<file path="src/rtl/imem_loader_pkg.sv">
// Shared types for the instruction-memory loader: FSM states, header size, word-count type.
package imem_loader_pkg;

   typedef enum logic [2:0] {
      IDLE,
      HDR0,
      HDR1,
      DATA,
      CSUM,
      DONE,
      ERR
   } state_t;

   localparam int HDR_BYTES = 2;

   typedef logic [HDR_BYTES*8-1:0] word_cnt_t;

endpackage

</file>
<file path="src/rtl/imem_word_packer.sv">
// Packs a byte stream into little-endian 32-bit words; one-cycle word_valid pulse per word.
module imem_word_packer (
   input  logic        clk,
   input  logic        rst_n,
   input  logic        clr,
   input  logic        byte_en,
   input  logic [7:0]  byte_data,
   output logic        last_lane,
   output logic        word_valid,
   output logic [31:0] word
);

   logic [1:0]  lane_reg;
   logic [23:0] low_reg;
   logic        word_valid_reg;
   logic [31:0] word_reg;

   assign last_lane  = (lane_reg == 2'd3);
   assign word_valid = word_valid_reg;
   assign word       = word_reg;

   always_ff @(posedge clk) begin
      if (!rst_n) begin
         lane_reg       <= '0;
         low_reg        <= '0;
         word_valid_reg <= 1'b0;
         word_reg       <= '0;
      end else begin
         word_valid_reg <= byte_en && last_lane && !clr;
         if (clr) begin
            lane_reg <= '0;
         end else if (byte_en) begin
            lane_reg <= lane_reg + 2'd1;
            // The fourth byte bypasses the holding register straight into the word
            if (last_lane) begin
               word_reg <= {byte_data, low_reg};
            end else begin
               for (int k = 0; k < 3; k++) begin
                  if (lane_reg == 2'(k)) low_reg[8*k +: 8] <= byte_data;
               end
            end
         end
      end
   end

endmodule

</file>
<file path="src/rtl/imem_loader.sv">
// Instruction-memory loader: header + payload byte stream to sequential imem word writes.
// Optional trailing XOR checksum byte when IMEM_LOADER_CHECKSUM_EN is defined.
module imem_loader
   import imem_loader_pkg::*;
#(
   parameter int ADDR_W      = 14,
   parameter int DEPTH_WORDS = 2048
) (
   input  logic              i_clk,
   input  logic              i_rst_n,
   input  logic              i_start,
   input  logic              i_valid,
   input  logic [7:0]        i_data,
   output logic              o_ready,
   output logic              o_we,
   output logic [ADDR_W-1:0] o_waddr,
   output logic [31:0]       o_wdata,
   output logic              o_core_rst,
   output logic              o_done,
   output logic              o_err
);

   state_t              state_reg, state_next;
   logic                ready_reg;
   logic                done_reg, err_reg, core_rst_reg;
   word_cnt_t           cnt_reg;
   logic [ADDR_W-3:0]   word_idx_reg;
   logic [ADDR_W-1:0]   waddr_reg;

   logic      xfer, start_ok, data_xfer, last_lane, last_word;
   word_cnt_t hdr_count;

   assign xfer      = i_valid && ready_reg;
   assign start_ok  = i_start && (state_reg inside {IDLE, DONE, ERR});
   assign data_xfer = xfer && (state_reg == DATA);
   // Header bytes shift in from the top, so after CNT_HI the register holds {CNT_HI, CNT_LO}
   assign hdr_count = {i_data, cnt_reg[HDR_BYTES*8-1:8]};
   assign last_word = (word_cnt_t'(word_idx_reg) == cnt_reg - 1'b1);

   imem_word_packer u_packer (
      .clk        (i_clk),
      .rst_n      (i_rst_n),
      .clr        (start_ok),
      .byte_en    (data_xfer),
      .byte_data  (i_data),
      .last_lane  (last_lane),
      .word_valid (o_we),
      .word       (o_wdata)
   );

`ifdef IMEM_LOADER_CHECKSUM_EN
   logic [7:0] csum_reg;
   logic       csum_ok;

   assign csum_ok = ((csum_reg ^ i_data) == 8'h00);

   always_ff @(posedge i_clk) begin
      if (!i_rst_n || start_ok) csum_reg <= '0;
      else if (data_xfer)       csum_reg <= csum_reg ^ i_data;
   end
`endif

   always_ff @(posedge i_clk) begin
      if (!i_rst_n) state_reg <= IDLE;
      else          state_reg <= state_next;
   end

   always_comb begin
      state_next = state_reg;
      case (state_reg)
         IDLE, DONE, ERR: if (i_start) state_next = HDR0;
         HDR0:            if (xfer) state_next = HDR1;
         HDR1: begin
            if (xfer) begin
               if (hdr_count == '0)                           state_next = DONE;
               else if (hdr_count > word_cnt_t'(DEPTH_WORDS)) state_next = ERR;
               else                                           state_next = DATA;
            end
         end
         DATA: begin
            if (data_xfer && last_lane && last_word) begin
`ifdef IMEM_LOADER_CHECKSUM_EN
               state_next = CSUM;
`else
               state_next = DONE;
`endif
            end
         end
`ifdef IMEM_LOADER_CHECKSUM_EN
         CSUM:            if (xfer) state_next = csum_ok ? DONE : ERR;
`endif
         default:         state_next = IDLE;
      endcase
   end

   always_ff @(posedge i_clk) begin
      if (!i_rst_n) begin
         ready_reg    <= 1'b0;
         done_reg     <= 1'b0;
         err_reg      <= 1'b0;
         core_rst_reg <= 1'b1;
         cnt_reg      <= '0;
         word_idx_reg <= '0;
         waddr_reg    <= '0;
      end else begin
         ready_reg <= (state_next inside {HDR0, HDR1, DATA, CSUM});
         if (start_ok) begin
            done_reg     <= 1'b0;
            err_reg      <= 1'b0;
            core_rst_reg <= 1'b1;
            cnt_reg      <= '0;
            word_idx_reg <= '0;
         end
         if (xfer && (state_reg inside {HDR0, HDR1})) cnt_reg <= hdr_count;
         if (data_xfer && last_lane) begin
            waddr_reg    <= {word_idx_reg, 2'b00};
            word_idx_reg <= word_idx_reg + 1'b1;
         end
         if (state_next == DONE && state_reg != DONE) begin
            done_reg     <= 1'b1;
            core_rst_reg <= 1'b0;
         end
         if (state_next == ERR && state_reg != ERR) err_reg <= 1'b1;
      end
   end

   assign o_ready    = ready_reg;
   assign o_waddr    = waddr_reg;
   assign o_done     = done_reg;
   assign o_err      = err_reg;
   assign o_core_rst = core_rst_reg;

endmodule

</file>
<file path="config.mk">
export PLATFORM = sky130hd
export DESIGN_NAME = imem_loader
export DESIGN_NICKNAME = d
export VERILOG_FILES = /design/src/rtl/imem_loader_pkg.sv /design/src/rtl/imem_word_packer.sv /design/src/rtl/imem_loader.sv
export SDC_FILE = /design/constraint.sdc
export NUM_CORES = 1
export LEC_CHECK = 0
export CORE_ASPECT_RATIO = 1.5
export CORE_MARGIN = 5
export CORE_UTILIZATION = 55
export CTS_CLUSTER_SIZE = 10
export DETAILED_ROUTE_END_ITERATION = 7
export DONT_BUFFER_PORTS = 1
export PLACE_DENSITY = 0.72
export SLEW_MARGIN = 20
export SYNTH_ARGS = -nofsm -noshare
export SYNTH_HDL_FRONTEND = slang
export SYNTH_SLANG_ARGS = --single-unit
</file>
<file path="constraint.sdc">
create_clock -name i_clk -period 3.3 [get_ports i_clk]
set_input_delay 0.165 -clock i_clk [delete_from_list [all_inputs] [get_ports i_clk]]
set_output_delay 0.165 -clock i_clk [all_outputs]
set_load 0.1 [all_outputs]
</file>
Yosys cells after proc, flatten, opt, wreduce, memory -nomap -nowiden
Cells that the tools add are included.
Widths: inputs -> output; s select.
{"block": "word_totals", "ramBits": 0, "input_bits": 12, "output_inout_bits": 51, "latch_bits": 0, "ff_bits": 106, "elab_cells": 80, "mem_bits_ro": 0, "memories": 0}
{"block": "classes", "add_sub_neg": 3, "mux": 16, "multipliers": 0, "n_bitwise": 3, "eq_ne": 17, "n_div": 0, "n_reduce_logical": 26, "shift": 0, "magnitude_cmp": 1}
{"op": "$mux 16", "count": 2}
{"op": "$mux 12", "count": 2}
{"op": "$mux 3", "count": 6}
{"op": "$eq 12x16->1", "count": 1}
{"op": "$gt 16x12->1 const B", "count": 1}
{"op": "$logic_not 16->1", "count": 1}
{"op": "$sub 16x1->16 const B", "count": 1}
{"op": "$eq 3x3->1 const B", "count": 5}
{"op": "$add 12x1->12 const B", "count": 1}
{"op": "$eq 3x2->1 const B", "count": 4}
{"op": "$pmux 3 s4", "count": 1}
{"op": "$reduce_and 4->1", "count": 3}
{"op": "$reduce_bool 2->1", "count": 5}
{"op": "$logic_and 1x1->1", "count": 9}
{"op": "$eq 3x1->1 const B", "count": 2}
{"op": "$ne 3x3->1 const B", "count": 2}
{"op": "$mux 1", "count": 5}
{"op": "$eq 2x2->1 const B", "count": 2}
{"op": "$reduce_bool 4->1", "count": 1}
{"op": "$logic_not 3->1", "count": 1}
{"op": "$not 1->1", "count": 3}
{"op": "$reduce_and 3->1", "count": 1}
{"op": "$reduce_bool 3->1", "count": 1}
{"op": "$reduce_or 3->1", "count": 1}
{"op": "5 further kinds", "count": 5}

Longest topological paths before layout
Gate-level depths: netlist (run 1).
{"block": "depth", "ltp_word": 9, "mapped_depth": 9, "mapped_depth_nobuf": 8}

Cells and area by module
Synthesis (run 1) repeated with hierarchy kept, for this count alone.
{"block": "unflattened", "hier_cells": 551, "hier_area_um2": 4769.6}
{"module": "imem_loader", "n_inst": 1, "cells_per_inst": 341, "seq_area_each_um2": 940.9, "area_each_um2": 2551.2}
{"module": "imem_word_packer", "n_inst": 1, "cells_per_inst": 210, "seq_area_each_um2": 1181.1, "area_each_um2": 2218.4}

Worst setup path before layout (run 1)
OpenSTA, ideal clock, no wires.
{"block": "synth_path", "path_kind": "register -> register", "start": "register ready_reg (netlist: o_ready)", "end": "register u_packer.low_reg[0]", "setup_slack_ps": 730, "required_time_ps": 3172, "setup_time_ps": 128, "t_arrival_ps": 2443, "path_buffers": 1, "path_stages_with_launch": 8, "period_less_slack_ps": 2570, "path_cell_list": "dfxtp_1 and3b_1 and3_1 nor2b_1 and2_1 clkbuf_1 mux2i_1 nor2_1"}
{"block": "synth_between", "elab_chain_cells": 3}
{"element": "start: declaration", "line": "imem_loader.sv:24", "text": "logic ready_reg;"}
{"element": "start signal: assignment", "line": "imem_loader.sv:106", "text": "ready_reg <= (state_next inside {HDR0, HDR1, DATA, CSUM});"}
{"element": "$logic_and 1x1->1", "line": "imem_loader.sv:33", "text": "assign xfer = i_valid && ready_reg;"}
{"element": "$logic_and 1x1->1", "line": "imem_loader.sv:35", "text": "assign data_xfer = xfer && (state_reg == DATA);"}
{"element": "$reduce_and 4->1 (no source line)"}
{"element": "end signal: indexed assignment", "line": "imem_word_packer.sv:39", "text": "if (lane_reg == 2'(k)) low_reg[8*k +: 8] <= byte_data;"}
{"element": "end: declaration", "line": "imem_word_packer.sv:14", "text": "logic [23:0] low_reg;"}
No other way between the ends.
A chain may end at the register's enable or synchronous reset.

Final worst setup path (run 1)
{"block": "layout_path", "start": "register cnt_reg[0]", "end": "register state_reg[1]"}
{"block": "layout_between", "elab_chain_cells": 5}
{"element": "start: declaration", "line": "imem_loader.sv:26", "text": "word_cnt_t cnt_reg;"}
{"element": "start signal: assignment", "line": "imem_loader.sv:114", "text": "if (xfer && (state_reg inside {HDR0, HDR1})) cnt_reg <= hdr_count;"}
{"element": "$sub 16x1->16", "line": "imem_loader.sv:38", "text": "assign last_word = (word_cnt_t'(word_idx_reg) == cnt_reg - 1'b1);"}
{"element": "$eq 12x16->1", "line": "imem_loader.sv:38"}
{"element": "$logic_and 1x1->1", "line": "imem_loader.sv:81", "text": "if (data_xfer && last_lane && last_word) begin"}
{"element": "$mux 3", "line": "imem_loader.sv:81"}
{"element": "$pmux 3 s4", "line": "imem_loader.sv:70", "text": "case (state_reg)"}
{"element": "end signal: assignment", "line": "imem_loader.sv:65", "text": "else state_reg <= state_next;"}
{"element": "end: declaration", "line": "imem_loader.sv:23", "text": "state_t state_reg, state_next;"}
No other way between the ends.

==> flow_metrics.env, run 1 <==
export IMPL_dieArea_um2=10600
export IMPL_max_slew_margin_pct=32.4
export IMPL_finalNonFillerCells=684
export IMPL_startpoint_type="register"
export IMPL_dp_slack_ns=0.676
export IMPL_synth_edf_count=0
export IMPL_grt_ovfl_total=0
export IMPL_worstPathRequired_ns=3.54
export IMPL_clk_pin_slew_ns=0.07
export IMPL_grt_pass1_wl_um=19000
export IMPL_numCtsBuffers=9
export IMPL_wire_per_inst_um=17.4
export IMPL_insertion_delay_ns=0.34
export IMPL_rr_worst_depth=8
export IMPL_max_stage_delay_ns=0.53
export IMPL_routed_wl_um=11900
export IMPL_gp_congestion=0.918
export IMPL_rows=41
export IMPL_slowest_stage="a2111oi_2"
export IMPL_dp_hpwl_um=7930
export IMPL_ctsResizeCount=0
export IMPL_setup_slack_ns=0.638
export IMPL_die_h_um=124
export IMPL_drt_first_iter_violations=321
export IMPL_antenna_found_initial=0
export IMPL_fin_setup_tns_ns=0
export IMPL_synth_common_cells="nand2_1, dfxtp_1, a21oi_1"
export IMPL_io_pins=63
export IMPL_largest_register_ffs=32
export IMPL_grt_start_max_net_pins=57
export IMPL_synth_seq_cells=106
export IMPL_cts_tree="built"
export IMPL_skew_ns=0.00484
export IMPL_syn_to_final_growth_pct=8.67
export IMPL_synth_ff_type="dfxtp_1"
export IMPL_worst_pin_slew_ns=1.01
export IMPL_die_w_um=85.8
export IMPL_fmax_mhz=376
export IMPL_grt_total_usage_pct=22.8
export IMPL_syn_inst=591
export IMPL_postLayoutCoreUtil_pct=61.3
export IMPL_place_area_um2=4750
export IMPL_worst_setup_path_type="reg2reg"
export IMPL_multi_input_area_um2=2400
export IMPL_yosysUniqueCellTypes=57
export IMPL_final_area_um2=5160
export IMPL_p_leak_nw=1.77
export IMPL_maxCapViolations=0
export IMPL_cts_path_max_buffers=2
export IMPL_fin_crit_sh_pct=80.7
export IMPL_place_inst=659
export IMPL_regArea_um2=2120
export IMPL_root_buffer="clkbuf_16"
export IMPL_drive_gt1_share_pct=5.89
export IMPL_dr_pass1_iters=6
export IMPL_fin_nets=590
export IMPL_synth_top_area_share_pct=44.7
export IMPL_ys_seq_area_share_pct=44.7
export IMPL_whs_path_depth=2
export IMPL_htree_levels=3
export IMPL_core_area_um2=8410
export IMPL_viasPerCell=5.88
export IMPL_setup_viol=0
export IMPL_syn_area_per_cell_um2=8.03
export IMPL_min_path_type="in2reg"
export IMPL_clock_sinks=106
export IMPL_netlist_top_cells_area="dfxtp_1, nand2_1, a21oi_1"
export IMPL_drc=0
export IMPL_grt_pass1_vias=3777
export IMPL_initial_utilization_pct=56.4
export IMPL_hold_violations=0
export IMPL_portBuffers=0
export IMPL_status="finished clean"
export IMPL_synth_most_common_cell="nand2_1"
export IMPL_ys_warn_count=0
export IMPL_crit_arrival_ns=2.90
export IMPL_crit_chain="inv_1 -> ha_1 -> nor3b_1 -> a21boi_0 -> o41a_1 -> a2111oi_2 -> a31oi_1 -> and2_1"
export IMPL_synth_area_um2=4750
export IMPL_cellPowerDensity_nw_per_um2=494
export IMPL_drtAntennaViolNets=0
export IMPL_fillCellCount=765
export IMPL_async_flop_share_pct=0
export IMPL_crit_fanout=6
export IMPL_route_vias_total=4019
export IMPL_synth_area_leader_cell="dfxtp_1"
export IMPL_n_antenna_cell=0
export IMPL_drv_slew=0
export IMPL_ir_worst_vdd_uv=378
export IMPL_rsz0062_at_grt="false"
export IMPL_fin_crit_ns=2.66
export IMPL_crit_path_end_kind="register"
[critical path: cells and delay by family, from the launching register on]
kind	cells	cell delay (ns)
AO/OA/AOI/OAI	4	1.31
adder cells (fa/ha/maj)	1	0.22
buffers and inverters	1	0.07
flip-flops	1	0.36
AND/OR/NAND/NOR	2	0.59
[layout by cell type, fill, tap and decap left out, types with 3 or more instances in the layout]
| cell | count |
|---|---|
| and3_1 | 11 |
| nor4_1 | 9 |
| and3b_1 | 3 |
| nand4_1 | 3 |
| a21oi_1 | 76 |
| o32ai_1 | 3 |
| nor2b_1 | 7 |
| ha_1 | 6 |
| dlygate4sd3_1 | 9 |
| a311oi_1 | 3 |
| nand3b_1 | 5 |
| or4_1 | 5 |
| xor2_1 | 6 |
| clkbuf_16 | 9 |
| nor3b_1 | 3 |
| nand3_1 | 27 |
| inv_1 | 9 |
| mux2_2 | 3 |
| nor2_1 | 44 |
| buf_4 | 8 |
| mux2i_1 | 26 |
| xnor2_1 | 7 |
| nand2_1 | 122 |
| a31oi_1 | 5 |
| nand2b_1 | 5 |
| dfxtp_1 | 106 |
| o21ai_0 | 6 |
| nor3_1 | 4 |
| and2_1 | 7 |
[final timing paths]
check                                            to           startpoint  slack, ns
worst max-delay path                   state_reg[1]           cnt_reg[0]       0.64
worst min-delay path            u_packer.low_reg[3]            i_data[3]     0.0004
worst max register to register         state_reg[1]           cnt_reg[0]       0.64
worst min register to register     u_packer.word[2]  u_packer.low_reg[2]       0.45
[routing by layer]
metal  routed length (µm)  global-route usage [%]  part of all wire (%)  vias to the layer above
met5                    0                       0                     0                        -
met4                  496                    11.1                   4.2                        0
met3                  804                    6.02                   6.8                       37
met2                 5790                    37.7                    49                      119
met1                 4780                    27.4                    40                     1881
li1                     -                       -                     -                     1982
[area by class of cell]
class                   instances  share of cell area [%]
repair buffers                 17                    2.91
clock inverters                 4                    1.12
inverters                      10                   0.728
multi-input cells             428                    46.5
clock buffers                  12                    4.97
flip-flops and latches        106                    41.1
well taps                     107                    2.60
[kinds of logic after synthesis]
logic type,share of synthesized area [%]
xor+xnor,2.40
flops,44.7
simple gates,25.9
other cells,0.0790
fa+ha+maj,1.58
buf+inv,4.96
compound gates,14.2
mux,6.20
[report_power, final]
group	internal, mW	switching [mW]
Sequential	1.28	0.0130
Combinational	0.0377	0.0971
Clock	0.639	0.476
[through the flow]
step           hold WS (ns)  total power, mW
6_report           0.000382             2.55
4_1_cts            0.000478             2.56
5_1_grt             0.00744             2.63
3_5_place_dp          0.290             1.44
2_1_floorplan         0.301             1.42
3_3_place_gp          0.284             1.44
[timing repair]
action                                 CTS  global route
hold buffers                             9             0
setup endpoints to repair                0             0
buffers inserted                         0             0
endpoints found under the hold margin   43             0
Power figures use the tool's default switching activity.
==> run 2, diff against run 1 <==
==> constraint.sdc (replaced) <==
create_clock -name i_clk -period 2.6 [get_ports i_clk]
set_input_delay 0.13 -clock i_clk [delete_from_list [all_inputs] [get_ports i_clk]]
set_output_delay 0.13 -clock i_clk [all_outputs]
set_load 0.1 [all_outputs]
==> flow_metrics.env, run 2 (synthesis gave the netlist of run 1 again) <==
export IMPL_status="finished clean"
export IMPL_ir_worst_vdd_uv=611
export IMPL_core_area_um2=8410
export IMPL_grt_start_max_net_pins=66
export IMPL_numCtsBuffers=9
export IMPL_syn_to_final_growth_pct=18.2
export IMPL_insertion_delay_ns=0.35
export IMPL_routed_wl_um=12400
export IMPL_drv_slew=0
export IMPL_worstPathRequired_ns=2.85
export IMPL_fmax_mhz=420
export IMPL_final_common_cell="nand2_1"
export IMPL_post_cts_buffers=0
export IMPL_dr_pass1_iters=6
export IMPL_final_cell_mix="nand2_1, dfxtp_1, a21oi_1"
export IMPL_grt_total_usage_pct=23.9
export IMPL_hold_violations=0
export IMPL_grt_pass1_vias=3996
export IMPL_drive_gt1_share_pct=14.3
export IMPL_viasPerCell=5.79
export IMPL_die_w_um=85.8
export IMPL_crit_path_end_kind="register"
export IMPL_postLayoutCoreUtil_pct=66.7
export IMPL_fin_crit_ns=2.38
export IMPL_clock_sinks=106
export IMPL_fin_nets=644
export IMPL_startpoint_type="register"
export IMPL_die_h_um=124
export IMPL_rows=41
export IMPL_multi_input_area_um2=2420
export IMPL_grt_ovfl_total=0
export IMPL_regArea_um2=2120
export IMPL_wire_per_inst_um=16.8
export IMPL_root_buffer="clkbuf_16"
export IMPL_cellPowerDensity_nw_per_um2=588
export IMPL_crit_fanout=6
export IMPL_fin_crit_sh_pct=91.6
export IMPL_crit_arrival_ns=2.63
export IMPL_dp_hpwl_um=8480
export IMPL_cts_path_max_buffers=2
export IMPL_worst_pin_slew_ns=0.941
export IMPL_largest_register_ffs=32
export IMPL_place_area_um2=5170
export IMPL_p_leak_nw=2.07
export IMPL_final_area_um2=5610
export IMPL_cts_tree="built"
export IMPL_max_slew_margin_pct=37.2
export IMPL_io_pins=63
export IMPL_grt_pass1_wl_um=20000
export IMPL_initial_utilization_pct=56.4
export IMPL_fillCellCount=719
export IMPL_portBuffers=0
export IMPL_route_vias_total=4279
export IMPL_fin_setup_tns_ns=0
export IMPL_drt_first_iter_violations=387
export IMPL_skew_ns=0.00648
export IMPL_setup_viol=0
export IMPL_drtAntennaViolNets=0
export IMPL_clk_pin_slew_ns=0.07
export IMPL_worst_setup_path_type="reg2reg"
export IMPL_maxCapViolations=0
export IMPL_gp_congestion=0.906
export IMPL_hold_ws_ns=0.0192
export IMPL_htree_levels=3
export IMPL_drc=0
export IMPL_antenna_found_initial=1
export IMPL_min_path_type="in2reg"
export IMPL_dieArea_um2=10600
export IMPL_rsz0062_at_grt="false"
[run 2: final cells by class]
cell class,count,area share [%]
inverters,10,0.669
flip-flops and latches,106,37.8
multi-input cells,428,43.1
repair buffers,71,10.1
well taps,107,2.39
diodes,1,0.0446
clock buffers,9,4.02
clock inverters,7,1.81
[run 2: what timing repair did]
item,CTS,global route
gates resized for setup,1,1
hold buffers,9,0
endpoints found under the setup margin,1,3
endpoints found under the hold margin,46,0
[run 2: final timing paths]
check / startpoint / endpoint / slack (ns) / depth (start not counted)
setup / recovery: cnt_reg[1] / state_reg[1] / 0.22 / 8
hold / removal: i_rst_n / o_done / 0.02 / 3
setup reg to reg: cnt_reg[1] / state_reg[1] / 0.22 / 8
hold reg to reg: u_packer.low_reg[7] / u_packer.word[7] / 0.45 / 2
[run 2: stage by stage]
| stage | cells | total power [mW] | setup WS [ns] |
|---|---|---|---|
| 4_1_cts | 738 | 3.31 | 0.136 |
| 3_5_place_dp | 713 | 1.84 | 0.00299 |
| 5_1_grt | 739 | 3.39 | 0.0628 |
| 2_1_floorplan | 592 | 1.80 | 0.0296 |
| 6_report | 739 | 3.30 | 0.217 |
| 3_3_place_gp | 713 | 1.84 | 0.0879 |
[run 2: critical path: stages (launching register included)]
cell and delay [ns]:
dfxtp_1 0.35, inv_1 0.07, ha_1 0.22, nor3b_2 0.28, a21boi_0 0.16, o41a_1 0.45
a2111oi_4 0.43, a31oi_1 0.15, and2_1 0.18
[run 2: routing by layer]
metal | GRT usage (%) | up-vias | wire length, µm | part of all wire [%]
met3 | 4.96 | 27 | 706 | 5.7
met5 | 0 | - | 0 | 0
met4 | 9.41 | 0 | 279 | 2.2
met1 | 28.5 | 2034 | 4970 | 40
li1 | - | 2088 | - | -
met2 | 41.8 | 130 | 6490 | 52
[run 2: report_power, final]
| group | internal, mW | switching [mW] | leakage (nW) | total (mW) |
|---|---|---|---|---|
| registers | 1.63 | 0.0112 | 0.854 | 1.64 |
| clock network | 0.852 | 0.611 | 0.158 | 1.46 |
| logic | 0.0590 | 0.134 | 1.06 | 0.193 |
| total | 2.54 | 0.756 | 2.07 | 3.30 |
==> run 3, diff against run 2 <==
--- a/config.mk
+++ b/config.mk
@@ -11,7 +11,7 @@
 export CTS_CLUSTER_SIZE = 10
 export DETAILED_ROUTE_END_ITERATION = 7
 export DONT_BUFFER_PORTS = 1
-export PLACE_DENSITY = 0.72
+export PLACE_DENSITY = 0.75
 export SLEW_MARGIN = 20
 export SYNTH_ARGS = -nofsm -noshare
 export SYNTH_HDL_FRONTEND = slang
==> constraint.sdc (replaced) <==
create_clock -name i_clk -period 2.15 [get_ports i_clk]
set_input_delay 0.1075 -clock i_clk [delete_from_list [all_inputs] [get_ports i_clk]]
set_output_delay 0.1075 -clock i_clk [all_outputs]
set_load 0.1 [all_outputs]
==> flow_metrics.env, run 3 (synthesis gave the netlist of run 1 again) <==
export IMPL_status="complete, but fails checks"
export IMPL_violations="setup timing"
export IMPL_fin_crit_sh_pct=105
export IMPL_cellPowerDensity_nw_per_um2=654
export IMPL_die_h_um=124
export IMPL_hold_violations=0
export IMPL_crit_path_end_kind="register"
export IMPL_grt_pass1_vias=4581
export IMPL_n_antenna_cell=0
export IMPL_maxCapViolations=0
export IMPL_skew_ns=0.00599
export IMPL_grt_total_usage_pct=25.8
export IMPL_wire_per_inst_um=17.3
export IMPL_drt_first_iter_violations=316
export IMPL_rsz0062_at_grt="true"
export IMPL_fin_setup_tns_ns=-0.222
export IMPL_ir_worst_vdd_uv=527
export IMPL_place_area_um2=5460
export IMPL_htree_levels=3
export IMPL_dp_slack_ns=-0.274
export IMPL_fin_nets=678
export IMPL_fin_crit_ns=2.26
export IMPL_dp_hpwl_um=9130
export IMPL_core_area_um2=8410
export IMPL_fmax_mhz=443
export IMPL_r2r_start="cnt_reg[1]"
export IMPL_fillCellCount=663
export IMPL_initial_utilization_pct=56.4
export IMPL_root_buffer="clkbuf_16"
export IMPL_worst_setup_path_type="reg2reg"
export IMPL_insertion_delay_ns=0.35
export IMPL_crit_arrival_ns=2.49
export IMPL_clock_sinks=106
export IMPL_route_vias_total=4469
export IMPL_portBuffers=0
export IMPL_rr_endpoint="o_core_rst"
export IMPL_syn_to_final_growth_pct=25.9
export IMPL_drv_slew=0
export IMPL_largest_register_ffs=32
export IMPL_startpoint_type="register"
export IMPL_max_slew_margin_pct=62.5
export IMPL_cp_startpoint="cnt_reg[1]"
export IMPL_numCtsBuffers=9
export IMPL_drtAntennaViolNets=0
export IMPL_dieArea_um2=10600
export IMPL_min_path_type="in2reg"
export IMPL_final_common_cell="nand2_1"
export IMPL_crit_end="o_core_rst"
export IMPL_cts_tree="built"
export IMPL_rows=41
export IMPL_dr_pass1_iters=6
export IMPL_final_area_um2=5980
export IMPL_rrSetupSlack_ns=-0.11
export IMPL_setup_viol=3
export IMPL_multi_input_area_um2=2520
export IMPL_worstPathRequired_ns=2.38
export IMPL_final_cell_mix="nand2_1, dfxtp_1, buf_4"
export IMPL_die_w_um=85.8
export IMPL_p_leak_nw=2.26
export IMPL_routed_wl_um=13400
export IMPL_cts_path_max_buffers=2
export IMPL_grt_pass1_wl_um=21600
export IMPL_min_from="i_rst_n"
export IMPL_gp_congestion=0.926
export IMPL_grt_start_max_net_pins=70
export IMPL_rr_worst_depth=9
export IMPL_regArea_um2=2130
export IMPL_crit_fanout=4
export IMPL_viasPerCell=5.79
export IMPL_drc=0
export IMPL_hold_ws_ns=0.0444
export IMPL_clk_pin_slew_ns=0.07
export IMPL_postLayoutCoreUtil_pct=71.0
export IMPL_grt_ovfl_total=0
export IMPL_io_pins=63
export IMPL_drive_gt1_share_pct=21.8
export IMPL_worst_pin_slew_ns=0.561
export IMPL_setup_slack_ns=-0.109
export IMPL_antenna_found_initial=0
## run 3: area by class of cell
cell class                 instances  share of cell area [%]
clock buffer                       9                    3.77
sequential                       106                    35.7
inverter                          10                   0.628
multi-input combinational        428                    42.1
clock inverter                     7                    1.38
timing repair buffer             105                    14.2
tap                              107                    2.24
## run 3: worst min-delay path by stage
stage | slack (ns) | to | depth (start not counted)
global placement | 0.23 | word_idx_reg[10] | 1
global route | 0.03 | o_done | 3
CTS | 0.03 | o_done | 3
finish | 0.04 | o_core_rst | 3
detailed placement | 0.23 | word_idx_reg[10] | 1
floorplan | 0.24 | cnt_reg[15] | 2
## run 3: repair_timing
| item | in CTS | in global routing |
|---|---|---|
| hold endpoints to repair | 50 | 0 |
| resized for setup | 18 | 7 |
| endpoints found under the setup margin | 5 | 5 |
| buffers inserted | 1 | 0 |
| hold buffers | 9 | 0 |
| pin swaps | 4 | 5 |
## run 3: where the power goes
group / leakage [nW] / internal, mW / switching [mW]
combinational: 1.26 / 0.0786 / 0.169
clock: 0.145 / 0.921 / 0.759
sequential: 0.857 / 1.97 / 0.0108
## run 3: critical path, cell delays in order, from the launching register on
cell       delay [ns]
dfxtp_4          0.37
inv_2            0.04
ha_4             0.16
or3b_4           0.26
nor3_1           0.05
o41a_1           0.42
a2111oi_4        0.38
buf_4            0.18
nand4_1          0.13
nor2b_1          0.17
## run 3: routing by layer
layer | global-route usage [%] | up-vias | wire [µm]
met1 | 28.4 | 2161 | 5210
met2 | 45.7 | 113 | 6940
met3 | 5.89 | 32 | 665
met5 | 0 | - | 0
li1 | - | 2163 | -
met4 | 14.4 | 0 | 545
## run 3: stage by stage
stage	total power, mW	instances
6_report	3.91	772
5_1_grt	4.04	772
4_1_cts	3.93	772
3_5_place_dp	2.23	746
3_3_place_gp	2.23	746
2_1_floorplan	2.18	592
